--- config.mk ---
export PLATFORM = sky130hd
export DESIGN_NAME = rs232_tx_arbiter
export DESIGN_NICKNAME = d
export VERILOG_FILES = /design/src/rtl/quick_rs232_pkg.sv /design/src/rtl/rr_priority_pick.sv /design/src/rtl/rs232_tx_arbiter.sv
export SDC_FILE = /design/constraint.sdc
export NUM_CORES = 1
export LEC_CHECK = 0
export CORE_MARGIN = 2
export CORE_UTILIZATION = 45
export CTS_CLUSTER_SIZE = 28
export DETAILED_ROUTE_END_ITERATION = 7
export GPL_ROUTABILITY_DRIVEN = 0
export PLACE_DENSITY = 0.82
export REMOVE_ABC_BUFFERS = 1
export SYNTH_ARGS = -nofsm -noshare
export SYNTH_HDL_FRONTEND = slang
export SYNTH_SLANG_ARGS = --single-unit
export TNS_END_PERCENT = 20
--- constraint.sdc ---
create_clock -name clk -period 2.6 [get_ports clk]
set_input_delay 0.65 -clock clk [delete_from_list [all_inputs] [get_ports clk]]
set_output_delay 0.65 -clock clk [all_outputs]
set_load 0.05 [all_outputs]
--- src/rtl/quick_rs232_pkg.sv ---
// Shared definitions for the quick_rs232 UART and the TX arbiter that feeds it.
package quick_rs232_pkg;

    localparam int unsigned PARITY_NONE       = 0;
    localparam int unsigned PARITY_ODD        = 1;
    localparam int unsigned PARITY_EVEN       = 2;
    localparam int unsigned STOP_BITS_ONE     = 1;
    localparam int unsigned STOP_BITS_TWO     = 2;
    localparam int unsigned FLOW_CTRL_NONE    = 0;
    localparam int unsigned FLOW_CTRL_RTS_CTS = 1;

    typedef enum logic [2:0] {
        ARB_IDLE,
        ARB_ARB,
        ARB_LOAD,
        ARB_WAIT_COPY,
        ARB_WAIT_DONE,
        ARB_RELEASE
    } arb_state_t;

    // Position of the set bit in a one-hot vector of up to 8 requesters.
    function automatic int unsigned onehot_index(input logic [7:0] vec);
        int unsigned idx;
        idx = 0;
        for (int unsigned i = 0; i < 8; i++) begin
            if (vec[i]) begin
                idx = i;
            end
        end
        return idx;
    endfunction

endpackage

--- src/rtl/rr_priority_pick.sv ---
// Combinational round-robin pick: first valid requester after the pointer, one-hot.
module rr_priority_pick #(
    parameter  int unsigned NUM_REQ = 4,
    localparam int unsigned PTR_W   = $clog2(NUM_REQ)
) (
    input  logic [NUM_REQ-1:0] i_req_valid,
    input  logic [PTR_W-1:0]   i_ptr,
    output logic [NUM_REQ-1:0] o_winner
);

    logic             w_found;
    logic [PTR_W-1:0] w_idx;

    always_comb begin
        o_winner = '0;
        w_found  = 1'b0;
        w_idx    = '0;
        for (int unsigned k = 1; k <= NUM_REQ; k++) begin
            w_idx = PTR_W'((32'(i_ptr) + k) % NUM_REQ);
            if (!w_found && i_req_valid[w_idx]) begin
                o_winner[w_idx] = 1'b1;
                w_found         = 1'b1;
            end
        end
    end

endmodule

--- src/rtl/rs232_tx_arbiter.sv ---
// Round-robin packet arbiter sharing one quick_rs232 transmitter between NUM_REQ
// byte-stream requesters; a grant lasts a whole packet, closed by req_last.
module rs232_tx_arbiter
    import quick_rs232_pkg::*;
#(
    parameter int unsigned NUM_REQ       = 4,
    parameter int unsigned BYTE_LEN      = 8,
    parameter int unsigned STALL_TIMEOUT = 1024
) (
    input  logic                        clk,
    input  logic                        rst,
    input  logic [NUM_REQ-1:0]          req_valid,
    input  logic [NUM_REQ*BYTE_LEN-1:0] req_data,
    input  logic [NUM_REQ-1:0]          req_last,
    output logic [NUM_REQ-1:0]          req_ack,
    output logic [NUM_REQ-1:0]          grant,
    output logic                        stall_error,
    output logic                        uart_tx_transaction,
    output logic [BYTE_LEN-1:0]         uart_tx_data,
    output logic                        uart_tx_data_ready,
    input  logic                        uart_tx_data_copied,
    input  logic                        uart_tx_busy
);

    localparam int unsigned PTR_W = $clog2(NUM_REQ);
    localparam int unsigned CNT_W = $clog2(STALL_TIMEOUT + 1);

    arb_state_t          r_state;
    logic [PTR_W-1:0]    r_ptr;
    logic [NUM_REQ-1:0]  r_grant;
    logic [NUM_REQ-1:0]  r_req_ack;
    logic                r_stall_error;
    logic                r_tx_transaction;
    logic                r_tx_data_ready;
    logic [BYTE_LEN-1:0] r_tx_data;
    logic                r_last;
    logic                r_copied_d;
    logic                r_busy_d;
    logic [CNT_W-1:0]    r_stall_cnt;

    logic [NUM_REQ-1:0]  w_winner;
    logic [BYTE_LEN-1:0] w_sel_data;
    logic                w_sel_valid;
    logic                w_sel_last;
    logic                w_copied_rise;
    logic                w_busy_fall;
    logic [CNT_W-1:0]    w_stall_next;

    rr_priority_pick #(
        .NUM_REQ (NUM_REQ)
    ) u_pick (
        .i_req_valid (req_valid),
        .i_ptr       (r_ptr),
        .o_winner    (w_winner)
    );

    // Only the owner's lane is visible to the FSM; other requesters are ignored.
    always_comb begin
        w_sel_data  = '0;
        w_sel_valid = 1'b0;
        w_sel_last  = 1'b0;
        for (int unsigned i = 0; i < NUM_REQ; i++) begin
            if (r_grant[i]) begin
                w_sel_data  = req_data[i*BYTE_LEN +: BYTE_LEN];
                w_sel_valid = req_valid[i];
                w_sel_last  = req_last[i];
            end
        end
    end

    assign w_copied_rise = uart_tx_data_copied & ~r_copied_d;
    assign w_busy_fall   = ~uart_tx_busy & r_busy_d;
    assign w_stall_next  = r_stall_cnt + 1'b1;

    always_ff @(posedge clk) begin
        if (rst) begin
            r_state          <= ARB_IDLE;
            r_ptr            <= PTR_W'(NUM_REQ - 1);
            r_grant          <= '0;
            r_req_ack        <= '0;
            r_stall_error    <= 1'b0;
            r_tx_transaction <= 1'b0;
            r_tx_data_ready  <= 1'b0;
            r_tx_data        <= '0;
            r_last           <= 1'b0;
            r_copied_d       <= 1'b0;
            r_busy_d         <= 1'b0;
            r_stall_cnt      <= '0;
        end else begin
            r_copied_d    <= uart_tx_data_copied;
            r_busy_d      <= uart_tx_busy;
            r_req_ack     <= '0;
            r_stall_error <= 1'b0;
            case (r_state)
                ARB_IDLE: begin
                    if (|req_valid) begin
                        r_state <= ARB_ARB;
                    end
                end
                ARB_ARB: begin
                    if (|w_winner) begin
                        r_grant          <= w_winner;
                        r_ptr            <= PTR_W'(onehot_index(8'(w_winner)));
                        r_tx_transaction <= 1'b1;
                        r_stall_cnt      <= '0;
                        r_state          <= ARB_LOAD;
                    end else begin
                        r_state <= ARB_IDLE;
                    end
                end
                ARB_LOAD: begin
                    if (w_sel_valid) begin
                        r_tx_data       <= w_sel_data;
                        r_last          <= w_sel_last;
                        r_tx_data_ready <= 1'b1;
                        r_state         <= ARB_WAIT_COPY;
                    end else begin
                        r_stall_cnt <= w_stall_next;
                        if (w_stall_next == CNT_W'(STALL_TIMEOUT)) begin
                            r_stall_error <= 1'b1;
                            r_state       <= ARB_RELEASE;
                        end
                    end
                end
                ARB_WAIT_COPY: begin
                    if (w_copied_rise) begin
                        r_tx_data_ready <= 1'b0;
                        r_req_ack       <= r_grant;
                        r_state         <= ARB_WAIT_DONE;
                    end
                end
                ARB_WAIT_DONE: begin
                    if (w_busy_fall) begin
                        if (r_last) begin
                            r_state <= ARB_RELEASE;
                        end else begin
                            r_stall_cnt <= '0;
                            r_state     <= ARB_LOAD;
                        end
                    end
                end
                ARB_RELEASE: begin
                    r_grant          <= '0;
                    r_tx_transaction <= 1'b0;
                    r_state          <= ARB_IDLE;
                end
                default: begin
                    r_state <= ARB_IDLE;
                end
            endcase
        end
    end

    assign req_ack             = r_req_ack;
    assign grant               = r_grant;
    assign stall_error         = r_stall_error;
    assign uart_tx_transaction = r_tx_transaction;
    assign uart_tx_data        = r_tx_data;
    assign uart_tx_data_ready  = r_tx_data_ready;

endmodule

== Yosys cells after proc, flatten, opt, wreduce, memory -nomap -nowiden ==
Cells that the tools add are included.
Storage, ports and cells
  register bits: 38
  bits in latches: 0
  RAM bits: 0
  memory bits (read-only): 0
  output and inout port bits: 19
  logic and storage cells: 132
  memories: 0
Operators by class
  $add $sub $neg: 5
  multipliers: 0
  divide/modulo/power cells: 0
  magnitude comparators: 8
  eq/ne operators: 14
  shift-type cells: 0
  mux-type cells: 59
  bitwise operators: 10
  reduce and logical (&&, ||, !) cells: 24
Operators by type and width (count)
  $mux 11: 4
  $pmux 11 s3: 1
  $mux 8: 4
  $mux 1: 24
  $mux 4: 5
  $mux 3: 6
  $pmux 3 s5: 1
  $ne 2x2->1 const B: 7
  $lt 2x3->1 const B: 4
  $or 4x4->4: 3
  $add 11x1->11 const B: 1
  $eq 11x11->1 const B: 1
  $bmux 1 s2: 4
  $demux 1 s2: 4
  $ge 2x1->1 const B: 4
  $pmux 4 s2: 1
  $reduce_or 4->1: 2
  $logic_and 1x1->1: 7
  $eq 3x2->1 const B: 2
  $eq 3x3->1 const B: 2
  $mux 2: 3
  $reduce_and 2->1: 3
  $reduce_or 3->1: 2
  $not 1->1: 5
  other kinds (13): 20

== Depth between registers and ports, before layout ==
  depth after elaboration: 16
  gate-level depth with buffers: 9
  depth with buffers taken out: 8

== Hierarchy ==
A second synthesis with hierarchy kept.
Second synthesis, totals
  cells, all modules: 275
  area, all modules: 2367.3 sq um
Modules (own cells, without submodules)
  rs232_tx_arbiter: times used 1, cells each 237, area an instance 2009.4 sq um
  rr_priority_pick: times used 1, cells each 38, area an instance 357.8 sq um

== Worst setup path after synthesis ==
Ideal clock, no wire load.
  kind: reg2reg
  start point: reg r_ptr[0]
  end point: reg r_grant[1] (netlist: grant[1])
  data arrival time: 2.498 ns
  data required time: 2.512 ns
  path slack: 0.014 ns
  cell stages (with the launch flop): 10
  buffers on the path: 1
  clock period less this slack: 2.586 ns
  cells stage by stage: dfxtp_1 > buf_6 > inv_1 > ha_1 > mux4_2 > nor4b_4 > and2_2 > o21ai_0 > nor2b_1 > a311oi_2
On the way
  word-level cells in the longest chain between the ends: 16
  elaborated cells on any way between the ends: 53
Ends and longest elaborated chain
  start: declaration: RTL line rs232_tx_arbiter.sv:29  | logic [PTR_W-1:0] r_ptr;
  start signal: assignment: RTL line rs232_tx_arbiter.sv:78  | r_ptr <= PTR_W'(NUM_REQ - 1);
  start signal: assignment: RTL line rs232_tx_arbiter.sv:103  | r_ptr <= PTR_W'(onehot_index(8'(w_winner)));
  branches (longest 12 deep; another with $lt 2x3->1)
  $mux 4 (*): RTL line rr_priority_pick.sv:20  | if (!w_found && i_req_valid[w_idx]) begin
  $reduce_or 4->1: RTL line rs232_tx_arbiter.sv:101  | if (|w_winner) begin
  $ne 2x2->1 (no source line)
  $reduce_and 2->1 (no source line)
  end signal: assignment: RTL line rs232_tx_arbiter.sv:102  | r_grant <= w_winner;
  end: declaration: RTL line rs232_tx_arbiter.sv:30  | logic [NUM_REQ-1:0] r_grant;
Every way passes the cells marked *. The select of a mux whose other input is x is not followed.
A chain may end at the register's enable or synchronous reset.

== Final worst setup path ==
Ends and elaborated chain as after synthesis.

==> results.md <==
* Worst-Margin Slew at 0.6459 ns
* Post-Syn Area at roughly 0.0025 mm^2
* Total core area at 0.005405 mm^2
* I/O Pins at 63
* Clock tree buffer depth at 2
* Drt wl/cell at approximately 16 um
* Clk slew on worst S/H paths at 0.08 ns
* Crit path DAT at roughly 2.8 ns
* Worst setup path class: reg -> reg
* CP Capture Type: flip-flop
* Vias after detailed routing at 2690
* Pre-antenna DRT Iters at 5
* Insertion delay to the later sink of the worst-skew pair at 0.29 ns
* Root Buffer Master: clkbuf_8
* Residual DRC at 0
* Number of global-route vias before repair at 2561
* Fmax at a little under 400 MHz
* Setup WS pre-CTS at -0.7096 ns
* RSZ-0062 raised after global routing: yes
* Initial antenna violation count at 0
* First-pass GRT wire length at 11850 um
* Setup Skew at 0.007284 ns
* Leak pwr at between 0.001 and 0.0015 uW
* Starting Density at 0.4588
* CTS tree: done
* GRT overflow at 0
* Final Power at 3041 uW
* Min Tclk post-route at 2.567 ns
* Number of enable flip-flop cells after synthesis at 0
* TritonCTS Sinks at 38
* FF-to-FF Start: r_ptr[0]
* Distinct cells, synth at 54
* Mean Syn Cell Area at between 8 and 9 um^2
* GRT Util Overall at 0.2373
* Final Hold Fails at 0
* FF-to-FF End: grant[1]
* Leading cell type in the layout, fill and taps excluded: clkdlybuf4s50_1
* Outcome: finished clean
* Hpwl dp at 5163 um
* Max-slew violations at 0
* Final setup margin at approximately 0.033 ns
* Worst vdd ir at 0.6245 mV
* Synth warnings at 0
* Crit path capture: grant[1]
* Row cnt at 27
* Req. time, crit path at about 2.8 ns
* Area growth, synth to finish at 46.92%
* Die span in x at 78.24 um
* Async set-reset flop share out of synthesis at 0
* Leading cell types in the layout, fill and taps excluded: clkdlybuf4s50_1 (57), nor2_1 (39), buf_4 (38)
* Hold_buf cts at 0
* 1st-iter DRT viols at roughly 140
* Largest net degree at the start of global routing at 24
* Synthesized instance count at 297
* CTS Buf Count at 5
* Number of H-tree levels at 2
* Antenna Cells at 0
* Period utilisation layout at 0.9875
* P per Cell Area at 834.6 mW/mm^2
* Port Buffers at 62
* WHS at 0.5013 ns
* Startpoint Class: flip-flop
* Die area at 0.006121 mm^2
* Sequential-to-total area share from yosys stat at 0.3068
* Area of the multi-input gates at about 0.0018 mm^2
* Slew headroom at 0.5678
* Hold Crit Class: reg -> reg
* Max FO, Critical Path at 8
* Die H at approximately 78 um
* Crit path launch: r_ptr[0]
* FF/Latch Area at 765.7 um^2
* Setup violators final at 0
* Total wire length at 7321 um
* Reg2Reg Depth at 9
* Reg2reg setup slack at between 0.03 and 0.04 ns
* Post-layout nets at 441
* Routed vias/inst at 5.835
* Post-DRT Antenna Nets at 0
* #FFs+latches synth at 38
* Max-Cap Viols at 0
* # fillers at approximately 420
* Ys flop type: dfxtp_1
* Share of cells above drive strength 1 at 0.2288
kinds of logic (layout without fill, tap and decap cells):
group,Yosys count,in the layout,synth area share
buffers and inverters,21,113,0.03481
XOR/XNOR,1,1,0.003532
adder cells (fa/ha/maj),9,9,0.04541
flip-flops,38,38,0.3068
multiplexers,5,5,0.04188
AO/OA/AOI/OAI,101,101,0.2891
AND/OR/NAND/NOR,122,122,0.2785
critical path: stages (launching register included):
cell       delay [ns]
dfxtp_2          0.34
inv_1            0.08
ha_4             0.28
mux4_2           0.43
a21oi_4          0.20
o2bb2ai_4        0.09
nor4_4           0.51
nand4b_1         0.14
buf_4            0.19
a311oi_2         0.21
flip-flops by register name (all words and copies together), names as in the netlist:
name and count:
r_stall_cnt 11, uart_tx_data 8, grant 4, req_ack 4
r_state 3, r_ptr 2, r_busy_d 1, r_copied_d 1
r_last 1, stall_error 1, uart_tx_data_ready 1, uart_tx_transaction 1
per-layer routing:
metal | global-route usage | vias to the layer above | part of all wire
met1 | 0.2825 | 1274 | 0.42
met4 | 0.08772 | 0 | 0.013
met5 | 0 | - | 0
met2 | 0.4345 | 87 | 0.52
met3 | 0.02989 | 15 | 0.044
li1 | - | 1314 | -
cell usage after synthesis, types with 3 or more instances:
| cell | instances | area (um^2) |
|---|---|---|
| nor2_1 | 39 | 146.4 |
| dfxtp_1 | 38 | 760.7 |
| a21oi_1 | 32 | 160.2 |
| clkbuf_1 | 16 | 60.06 |
| a211oi_1 | 14 | 105.1 |
| nand2_1 | 14 | 52.55 |
| nor3_1 | 11 | 55.05 |
| nand2b_1 | 10 | 62.56 |
| a221oi_1 | 9 | 78.83 |
| ha_1 | 9 | 112.6 |
| o21ai_0 | 9 | 45.04 |
| a311oi_1 | 8 | 70.07 |
| and2_1 | 7 | 43.79 |
| nor2b_1 | 7 | 43.79 |
| nand3_1 | 6 | 30.03 |
| a31oi_1 | 4 | 25.02 |
| and3_1 | 4 | 25.02 |
| inv_1 | 4 | 15.01 |
| o21a_1 | 4 | 30.03 |
| mux4_2 | 3 | 67.56 |
| nor3b_1 | 3 | 22.52 |
| nor4_1 | 3 | 18.77 |
| o2bb2ai_1 | 3 | 26.28 |
power breakdown:
group | internal [uW] | switching (uW) | leakage [uW]
clock network | 285 | 217 | 0.0000504
logic | 775 | 999 | 0.000931
registers | 653 | 111 | 0.000308
per-stage QoR:
stage	instances	instance area (um^2)	utilization	setup TNS, ns
after CTS	458	3531	0.6532	0
final	461	3643	0.6741	0
after global placement	444	3342	0.6183	-8.659
after detailed placement	444	3342	0.6183	-11.87
after global routing	461	3643	0.6741	-0.3951
after floorplan	280	2409	-	-0.3312
timing repair:
action                     4_1_cts  5_1_grt
setup buffers                    6        3
setup endpoints to repair       19       19
resized for setup               14       27
pin swaps                        7        7
layout make-up:
cell class              count  share of cell area
clock buffers               5             0.01889
well taps                  72             0.02473
flip-flops and latches     38              0.2102
multi-input cells         238              0.4832
repair buffers            101              0.2466
inverters                   4            0.004121
clock inverters             3             0.01236
worst min path at each step:
| stage | start | cells past startpoint | to | slack [ns] |
|---|---|---|---|---|
| floorplan | r_stall_cnt[0] | 1 | r_stall_cnt[0] | 0.46 |
| global placement | uart_tx_transaction | 1 | uart_tx_transaction | 0.46 |
| detailed placement | uart_tx_transaction | 1 | uart_tx_transaction | 0.49 |
| CTS | uart_tx_data[5] | 2 | uart_tx_data[5] | 0.50 |
| global route | uart_tx_data[0] | 2 | uart_tx_data[0] | 0.54 |
| finish | uart_tx_data[5] | 2 | uart_tx_data[5] | 0.50 |
(Power assumes the default switching activity.)
